===== src/rtl/pipeline_ctrl.sv =====
// Pipeline hazard / stall / flush controller for a 5-stage in-order core.
// Ports:
//   clk, rst           - clock, synchronous active-low reset
//   id_rs1/id_rs2      - ID source registers, id_use_rs1/id_use_rs2 qualify them
//   ex_rd, ex_memread  - EX destination register and load flag
//   ex_branch, ex_mispredict - branch resolved in EX, prediction wrong
//   imem_ready         - instruction fetch data valid
//   mem_access, dmem_ready - MEM access pending / completing
//   pc_en .. memwb_en  - load enables for the PC and pipeline registers
//   ifid_flush, idex_flush - load a bubble when the register is enabled
//   stall_cnt, flush_cnt   - performance counters
//   timeout_err        - sticky data-memory wait timeout flag
module pipeline_ctrl #(
  parameter int unsigned CNT_W   = 32,
  parameter int unsigned TIMEOUT = 1024
) (
  input  logic             clk,
  input  logic             rst,
  input  logic [4:0]       id_rs1,
  input  logic [4:0]       id_rs2,
  input  logic             id_use_rs1,
  input  logic             id_use_rs2,
  input  logic [4:0]       ex_rd,
  input  logic             ex_memread,
  input  logic             ex_branch,
  input  logic             ex_mispredict,
  input  logic             imem_ready,
  input  logic             mem_access,
  input  logic             dmem_ready,
  output logic             pc_en,
  output logic             ifid_en,
  output logic             idex_en,
  output logic             exmem_en,
  output logic             memwb_en,
  output logic             ifid_flush,
  output logic             idex_flush,
  output logic [CNT_W-1:0] stall_cnt,
  output logic [CNT_W-1:0] flush_cnt,
  output logic             timeout_err
);

  // Wide enough to hold TIMEOUT-1 plus one more count.
  localparam int unsigned WAIT_W = $clog2(TIMEOUT) + 1;

  localparam logic [0:0] ST_RUN      = 1'b0;
  localparam logic [0:0] ST_REDIRECT = 1'b1;

  logic [0:0]        state;
  logic [0:0]        state_nxt;
  logic [WAIT_W-1:0] wait_cnt;
  logic              freeze;
  logic              mispredict;
  logic              load_use;
  logic              stall_inc;
  logic              flush_inc;

  // Hazard detection; x0 is hardwired zero so it never creates a dependency.
  always_comb begin
    freeze     = mem_access & ~dmem_ready;
    mispredict = ex_branch & ex_mispredict;
    load_use   = ex_memread && (ex_rd != 5'd0) &&
                 ((id_use_rs1 && (id_rs1 == ex_rd)) ||
                  (id_use_rs2 && (id_rs2 == ex_rd)));
  end

  // Prioritised enable/flush decode and next state.
  always_comb begin
    pc_en      = 1'b1;
    ifid_en    = 1'b1;
    idex_en    = 1'b1;
    exmem_en   = 1'b1;
    memwb_en   = 1'b1;
    ifid_flush = 1'b0;
    idex_flush = 1'b0;
    state_nxt  = state;
    stall_inc  = 1'b0;
    flush_inc  = 1'b0;
    if (!rst) begin
      pc_en      = 1'b0;
      ifid_en    = 1'b0;
      idex_en    = 1'b0;
      exmem_en   = 1'b0;
      memwb_en   = 1'b0;
      ifid_flush = 1'b1;
      idex_flush = 1'b1;
      state_nxt  = ST_RUN;
    end else if (freeze) begin
      pc_en     = 1'b0;
      ifid_en   = 1'b0;
      idex_en   = 1'b0;
      exmem_en  = 1'b0;
      memwb_en  = 1'b0;
      stall_inc = 1'b1;
    end else if (mispredict) begin
      ifid_flush = 1'b1;
      idex_flush = 1'b1;
      flush_inc  = 1'b1;
      state_nxt  = imem_ready ? ST_RUN : ST_REDIRECT;
    end else if (state == ST_REDIRECT) begin
      // Hold the PC on the redirect target until fetch delivers it.
      pc_en      = imem_ready;
      ifid_flush = 1'b1;
      if (imem_ready) state_nxt = ST_RUN;
    end else if (load_use) begin
      pc_en      = 1'b0;
      ifid_en    = 1'b0;
      idex_flush = 1'b1;
      stall_inc  = 1'b1;
    end else if (!imem_ready) begin
      pc_en      = 1'b0;
      ifid_flush = 1'b1;
      stall_inc  = 1'b1;
    end
  end

  // State, counters and timeout tracking.
  always_ff @(posedge clk) begin
    if (!rst) begin
      state       <= ST_RUN;
      stall_cnt   <= '0;
      flush_cnt   <= '0;
      wait_cnt    <= '0;
      timeout_err <= 1'b0;
    end else begin
      state <= state_nxt;
      if (stall_inc) stall_cnt <= stall_cnt + CNT_W'(1);
      if (flush_inc) flush_cnt <= flush_cnt + CNT_W'(1);
      if (freeze) begin
        wait_cnt <= wait_cnt + WAIT_W'(1);
        if (wait_cnt == WAIT_W'(TIMEOUT - 1)) timeout_err <= 1'b1;
      end else begin
        wait_cnt <= '0;
      end
    end
  end

endmodule


===== config.mk =====
export PLATFORM = sky130hd
export DESIGN_NAME = pipeline_ctrl
export DESIGN_NICKNAME = d
export VERILOG_FILES = /design/src/rtl/pipeline_ctrl.sv
export SDC_FILE = /design/constraint.sdc
export NUM_CORES = 1
export LEC_CHECK = 0
export ABC_AREA = 1
export BUFFER_PORTS_ARGS = -buffer_cell sky130_fd_sc_hd__buf_2
export CAP_MARGIN = 40
export CORE_UTILIZATION = 56
export DETAILED_ROUTE_END_ITERATION = 12
export PLACE_DENSITY = 0.81
export SKIP_CTS_REPAIR_TIMING = 1
export SYNTH_ARGS = -nofsm -noshare
export SYNTH_HDL_FRONTEND = slang
export SYNTH_SLANG_ARGS = --single-unit

===== constraint.sdc =====
create_clock -name clk -period 2 [get_ports clk]
set_clock_uncertainty 0.2 [all_clocks]
set_input_delay 0.4 -clock clk [delete_from_list [all_inputs] [get_ports clk]]
set_output_delay 0.4 -clock clk [all_outputs]
set_load 0.05 [all_outputs]

==> run_results.csv, run 1 <==
group,metric,value,unit
routing,firstDrtPassIters,5,
power,finalPower,3.261,mW
worst_hold_path,min_path_cells,2,
routing,dr.first_iter.drc_count,265,
finish,nets,943,
grt,grt_max_degree,43,
die,die_x,95.66,um
outcome,violations,"negative setup slack",
timing,setup-violations-final,4,
critical_path,crit-reg2reg-launch,"stall_cnt[0]$_SDFFE_PN0P_",
power,power.share.sequential,47.6,%
grt,grt_antenna_before_repair,0,
grt,met3_usage,5.183,%
synthesis,synth_area,4912,um^2
finish,num_antenna_cells,0,
cts,clk_path_buf_depth,2,
power,pwr-share-comb,12.2,%
power,swShare,26.30,%
power,intPower,2.403,mW
synthesis,synth-seq-cells,77,
timing,min_period_over_period,112.7,%
grt,grt_pass1_wl,22.07,mm
finish,layout-drive-gt1-share,24.59,%
grt,grt_overflow_total,0,
timing,hold_viol,0,
grt,grtUsageTotal,30.87,%
synthesis,synth_cells,803,
worst_hold_path,holdPathEnd,"timeout_err$_SDFFE_PN0P_",
cts,cts_sinks,77,
timing,fin_tns_setup,-0.7082,ns
worst_hold_path,worstHoldStart,"timeout_err$_SDFFE_PN0P_",
synthesis,synth_area_leader_cell,"dfxtp_1",
timing,slew_headroom,66.75,%
power,p_per_area,534.8,nW/um^2
finish,area_growth_syn_to_layout,24.12,%
run,cap_violations,0,
routing,drt-total-wl,14.29,mm
synthesis,yosysWarningCount,0,
die,ios,97,
place,dp_hpwl,10.24,mm
critical_path,worstPathArrival,1.65,ns
cts,clkLatencyLatePin,0.36,ns
place,io_buffers,96,
timing,drv_slew,0,
worst_hold_path,hold_path_class,"reg -> reg",
critical_path,worst-path-max-fanout,4,
grt,grt_pass1_vias,5011,
critical_path,r2r-end,"stall_cnt[12]$_SDFFE_PN0P_",
cts,cts_buffers,9,
place,gp_congestion,0.9262,
die,dieArea,9150,um^2
die,initial_core_util,58.90,%
critical_path,reg2reg_slack,0.09,ns
synthesis,ys_seq_area_share,31.38,%
routing,post-route-drc-count,0,
timing,rsz0062_at_grt,"yes",
routing,wire_per_inst,13.96,um
cts,tritoncts,"done",
critical_path,critPathKind,"in -> out",
timing,fmaxAchievable,443.8,MHz
routing,vias_per_cell,5.463,
routing,ant_nets,0,
timing,timing.hold.ws,0.2391,ns
synthesis,synth_area_per_cell,6.117,um^2
power,p_switching,857.7,uW
finish,final_common_cell,"nand2_1",
die,core,8341,um^2
finish,post-route-util,73.10,%
critical_path,cp-start-kind,"input pin",
synthesis,yosysTopAreaCellShare,31.38,%
die,rows,33,
grt,busiest_layer,"met2",
timing,fin_crit,2.253,ns
routing,via_count,5594,
die,dieHeight,95.66,um
timing,fin_ws,-0.2530,ns
grt,use_met2,53.87,%
grt,use_met1,36.87,%
critical_path,crit_required,1.40,ns
power,clkPwrFrac,40.2,%
power,irDropWorstVdd,0.4080,mV
cts,clkSlewWorstSetupHoldPaths,0.08,ns
timing,worst_pin_slew,0.4988,ns
synthesis,ys_top_cells_by_area,"dfxtp_1 31%, nand2_1 21%, nor2_1 10%",
synthesis,yosysUniqueCellTypes,38,
critical_path,endpoint_kind,"primary output",
place,place_ws,-0.2139,ns
critical_path,reg2reg_depth,9,
finish,final_cell_mix,"251 x nand2_1, 121 x nor2_1, 80 x buf_2",
synthesis,synth.net_count,831,
cts,htreeDepth,3,
outcome,status,"finished, violations left",
cts,cts-root-buf,"clkbuf_8",
power,p_leak,2.659,nW
[cells in the mapped netlist]
library cell / instances
nand3_1: 30
inv_2: 12
buf_6: 1
buf_4: 4
xor2_1: 12
nand2_8: 1
inv_1: 81
nor2_1: 132
and3_1: 2
nand2_1: 273
buf_2: 4
nand4_1: 31
nand3b_2: 1
o21ai_0: 13
nor3b_1: 2
nand3b_1: 17
o21a_1: 3
buf_8: 1
nor2_2: 5
dfxtp_1: 77
buf_1: 1
nor2_8: 1
nand3_4: 1
nor3_1: 13
a211oi_1: 1
nand2_4: 1
a221oi_1: 1
xnor2_1: 5
nand3_2: 2
o21ai_4: 1
a21boi_0: 1
clkbuf_1: 9
nor2_4: 4
nor3_4: 1
ha_1: 3
nor3_2: 6
a21oi_1: 45
nand2_2: 5
[per-layer routing]
| layer | share of wire (%) | vias up | wire (um) |
|---|---|---|---|
| met5 | 0 | - | 0 |
| met4 | 4.2 | 0 | 594 |
| met3 | 5.9 | 55 | 843 |
| met2 | 49 | 211 | 7028 |
| met1 | 41 | 2572 | 5826 |
| li1 | - | 2756 | - |
[layout make-up]
cell class | count | area [um^2]
multi-input combinational | 613 | 3053
fill | 730 | 2243
sequential | 77 | 1550
timing repair buffer | 121 | 783.3
inverter | 93 | 365.4
clock buffer | 11 | 141.4
tap | 105 | 131.4
clock inverter | 4 | 72.57
[worst max-delay path, cell delays in order]
cell and delay, ns:
buf_6 0.09, inv_2 0.04, nand2_2 0.05, nand2_1 0.05
nor2_1 0.16, nand3_1 0.13, nand2_2 0.10, nand2_4 0.07
nor2_4 0.12, nand2_1 0.07, nand2_2 0.11, clkinvlp_4 0.10
buf_8 0.15
[per-stage QoR]
| step | instance area [um^2] | std cells |
|---|---|---|
| floorplan | 4955 | 803 |
| global placement | 5602 | 1004 |
| global route | 6097 | 1024 |
| detailed placement | 5602 | 1004 |
| finish | 6097 | 1024 |
| CTS | 5816 | 1019 |
[logic make-up after synthesis]
| logic type | synth area share [%] |
|---|---|
| and+or+nand+nor | 48.22 |
| buffers and inverters | 9.424 |
| DFF | 31.38 |
| AOI/OAI and AO/OA | 7.183 |
| xor gates and xnor gates | 3.031 |
| adders and majority gates | 0.7642 |
[power by group through the flow]
stage | clock (mW) | combinational, mW | sequential (mW)
6_report | 1.31 | 0.396 | 1.55
5_1_grt | 1.38 | 0.422 | 1.55
4_1_cts | 1.33 | 0.327 | 1.55
3_5_place_dp | 0 | 0.326 | 1.59
3_3_place_gp | 0 | 0.319 | 1.59
2_1_floorplan | 0 | 0.212 | 1.61
[state kept, by name (all words and copies together) (netlist names)]
signal and flops:
stall_cnt 32, timeout_err 1, state 1, wait_cnt 11
flush_cnt 32
[how the worst max path moves through the flow]
stage                        start       to  cells after the start
after detailed placement  ex_rd[3]    pc_en                     11
after floorplan                rst    pc_en                      5
after global placement    ex_rd[3]    pc_en                     11
final                     ex_rd[4]  ifid_en                     13
after global routing      ex_rd[4]  ifid_en                     13
after CTS                 ex_rd[3]    pc_en                     11
Power figures use the tool's default switching activity.
==> run 2: changes to the inputs <==
- CORE_MARGIN: unset -> 4
==> run_results.csv, run 2 (synthesis results as in run 1) <==
group,metric,value,unit
cts,clkSlewWorstSetupHoldPaths,0.08,ns
die,dieArea,10330,um^2
timing,drv_slew,0,
worst_hold_path,hold_path_class,"reg -> reg",
run,cap_violations,0,
finish,instances_no_fill,1040,
finish,layout-drive-gt1-share,24.17,%
critical_path,reg2reg_slack,0.14,ns
finish,multi_input_area,3020,um^2
die,core,8382,um^2
cts,htreeDepth,3,
finish,finalInstanceArea,6191,um^2
grt,grt_pass1_wl,22.98,mm
grt,grtUsageTotal,27.41,%
finish,nets,958,
critical_path,cp-endpoint,"ifid_en",
routing,vias_per_cell,5.326,
die,die_x,101.7,um
cts,clk_path_buf_depth,2,
grt,grt_antenna_before_repair,0,
routing,via_count,5539,
power,clkPwrFrac,40.9,%
finish,num_antenna_cells,0,
place,io_buffers,96,
outcome,status,"finished, violations left",
timing,hold_viol,0,
power,p_per_area,536.2,nW/um^2
timing,fin_crit,2.183,ns
routing,drt-total-wl,14.59,mm
critical_path,crit-reg2reg-launch,"stall_cnt[1]$_SDFFE_PN0P_",
routing,dr.first_iter.drc_count,375,
power,irDropWorstVdd,0.4356,mV
critical_path,crit_required,1.40,ns
die,rows,33,
routing,ant_nets,0,
grt,grt_overflow_total,0,
critical_path,worstPathArrival,1.58,ns
critical_path,worst-path-max-fanout,2,
finish,reg_top3,"flush_cnt (32), stall_cnt (32), wait_cnt (11)",
power,p_leak,2.720,nW
timing,slew_headroom,66.89,%
die,initial_core_util,58.61,%
power,p_switching,891.5,uW
power,intPower,2.428,mW
cts,clkLatencyLatePin,0.36,ns
finish,nFillCells,757,
cts,cts_sinks,77,
timing,worst_pin_slew,0.4967,ns
cts,cts-root-buf,"clkbuf_8",
timing,timing.hold.ws,0.2657,ns
critical_path,cp-start-kind,"input pin",
critical_path,reg2reg_depth,11,
power,pwr-share-comb,12.4,%
cts,cts_buffers,9,
finish,area_growth_syn_to_layout,26.03,%
die,ios,97,
place,gp_congestion,0.9168,
finish,post-route-util,73.86,%
critical_path,r2r-end,"stall_cnt[22]$_SDFFE_PN0P_",
place,dp_hpwl,10.63,mm
routing,post-route-drc-count,0,
place,dpl.cell_count,1014,
routing,firstDrtPassIters,5,
grt,grt_max_degree,43,
die,dieHeight,101.7,um
critical_path,critPathKind,"in -> out",
timing,rsz0062_at_grt,"yes",
outcome,violations,"negative setup slack",
timing,min_period_over_period,109.2,%
finish,final_cell_mix,"264 x nand2_1, 125 x nor2_1, 82 x buf_2",
routing,wire_per_inst,14.03,um
power,swShare,26.86,%
timing,fmaxAchievable,458.0,MHz
finish,final_common_cell,"nand2_1",
cts,tritoncts,"done",
place,placed_area,5689,um^2
timing,fin_ws,-0.1835,ns
critical_path,endpoint_kind,"primary output",
timing,setup-violations-final,4,
grt,grt_pass1_vias,5102,
critical_path,cp-startpoint,"id_rs2[3]",
power,power.share.sequential,46.7,%
finish,regArea,1548,um^2
-- run 2: changes by cell type in the layout (fill, tap and decap cells not counted), sizes merged --
cell / previous run / this run
nand3: 33 / 34
buf: 121 / 135
inv: 92 / 93
-- run 2: per-stage QoR --
stage	TNS, ns	power [mW]	setup WS [ns]
after global routing	-2.728	3.419	-0.2913
after global placement	-0.5346	1.921	-0.1849
after floorplan	-0.06715	1.824	-0.06715
final	-0.4198	3.319	-0.1835
after CTS	-0.6971	3.259	-0.2193
after detailed placement	-1.646	1.930	-0.2166
-- run 2: area by class of cell --
class                   count  share of cell area, %
clock inverters             5                  1.314
repair buffers            135                  14.59
inverters                  93                  5.901
multi-input cells         614                  48.79
clock buffers              11                  2.284
flip-flops and latches     77                  25.00
well taps                 105                  2.122
-- run 2: layer usage --
metal / track usage [%] / vias up / routed length, um
met5: 0 / - / 0
met4: 10.02 / 0 / 312
met3: 4.339 / 29 / 999
met2: 43.71 / 205 / 6932
met1: 37.52 / 2511 / 6347
li1: - / 2794 / -
-- run 2: power groups by stage --
stage                     registers, mW  clock network [mW]  logic (mW)
after floorplan                    1.61                   0       0.212
after global placement             1.59                   0       0.336
after global routing               1.55                1.43       0.440
after detailed placement           1.59                   0       0.344
after CTS                          1.55                1.36       0.346
final                              1.55                1.36       0.411
-- run 2: worst min-delay path by stage --
stage | cells after the start | end | from
4_1_cts | 2 | timeout_err$_SDFFE_PN0P_ | timeout_err$_SDFFE_PN0P_
6_report | 2 | timeout_err$_SDFFE_PN0P_ | timeout_err$_SDFFE_PN0P_
3_5_place_dp | 2 | timeout_err$_SDFFE_PN0P_ | timeout_err$_SDFFE_PN0P_
2_1_floorplan | 1 | wait_cnt[0]$_SDFF_PN0_ | wait_cnt[0]$_SDFF_PN0_
5_1_grt | 2 | timeout_err$_SDFFE_PN0P_ | timeout_err$_SDFFE_PN0P_
3_3_place_gp | 2 | timeout_err$_SDFFE_PN0P_ | timeout_err$_SDFFE_PN0P_
-- run 2: worst max-delay path: stages --
cell and delay, ns:
buf_6 0.07, inv_1 0.04, nand2_1 0.06, nand2_1 0.05, nor2_1 0.16, nand3_2 0.11
nand2_2 0.09, nand2_4 0.06, nor2_4 0.10, nand2_1 0.07, nand2_2 0.12, clkinvlp_4 0.10
buf_8 0.15
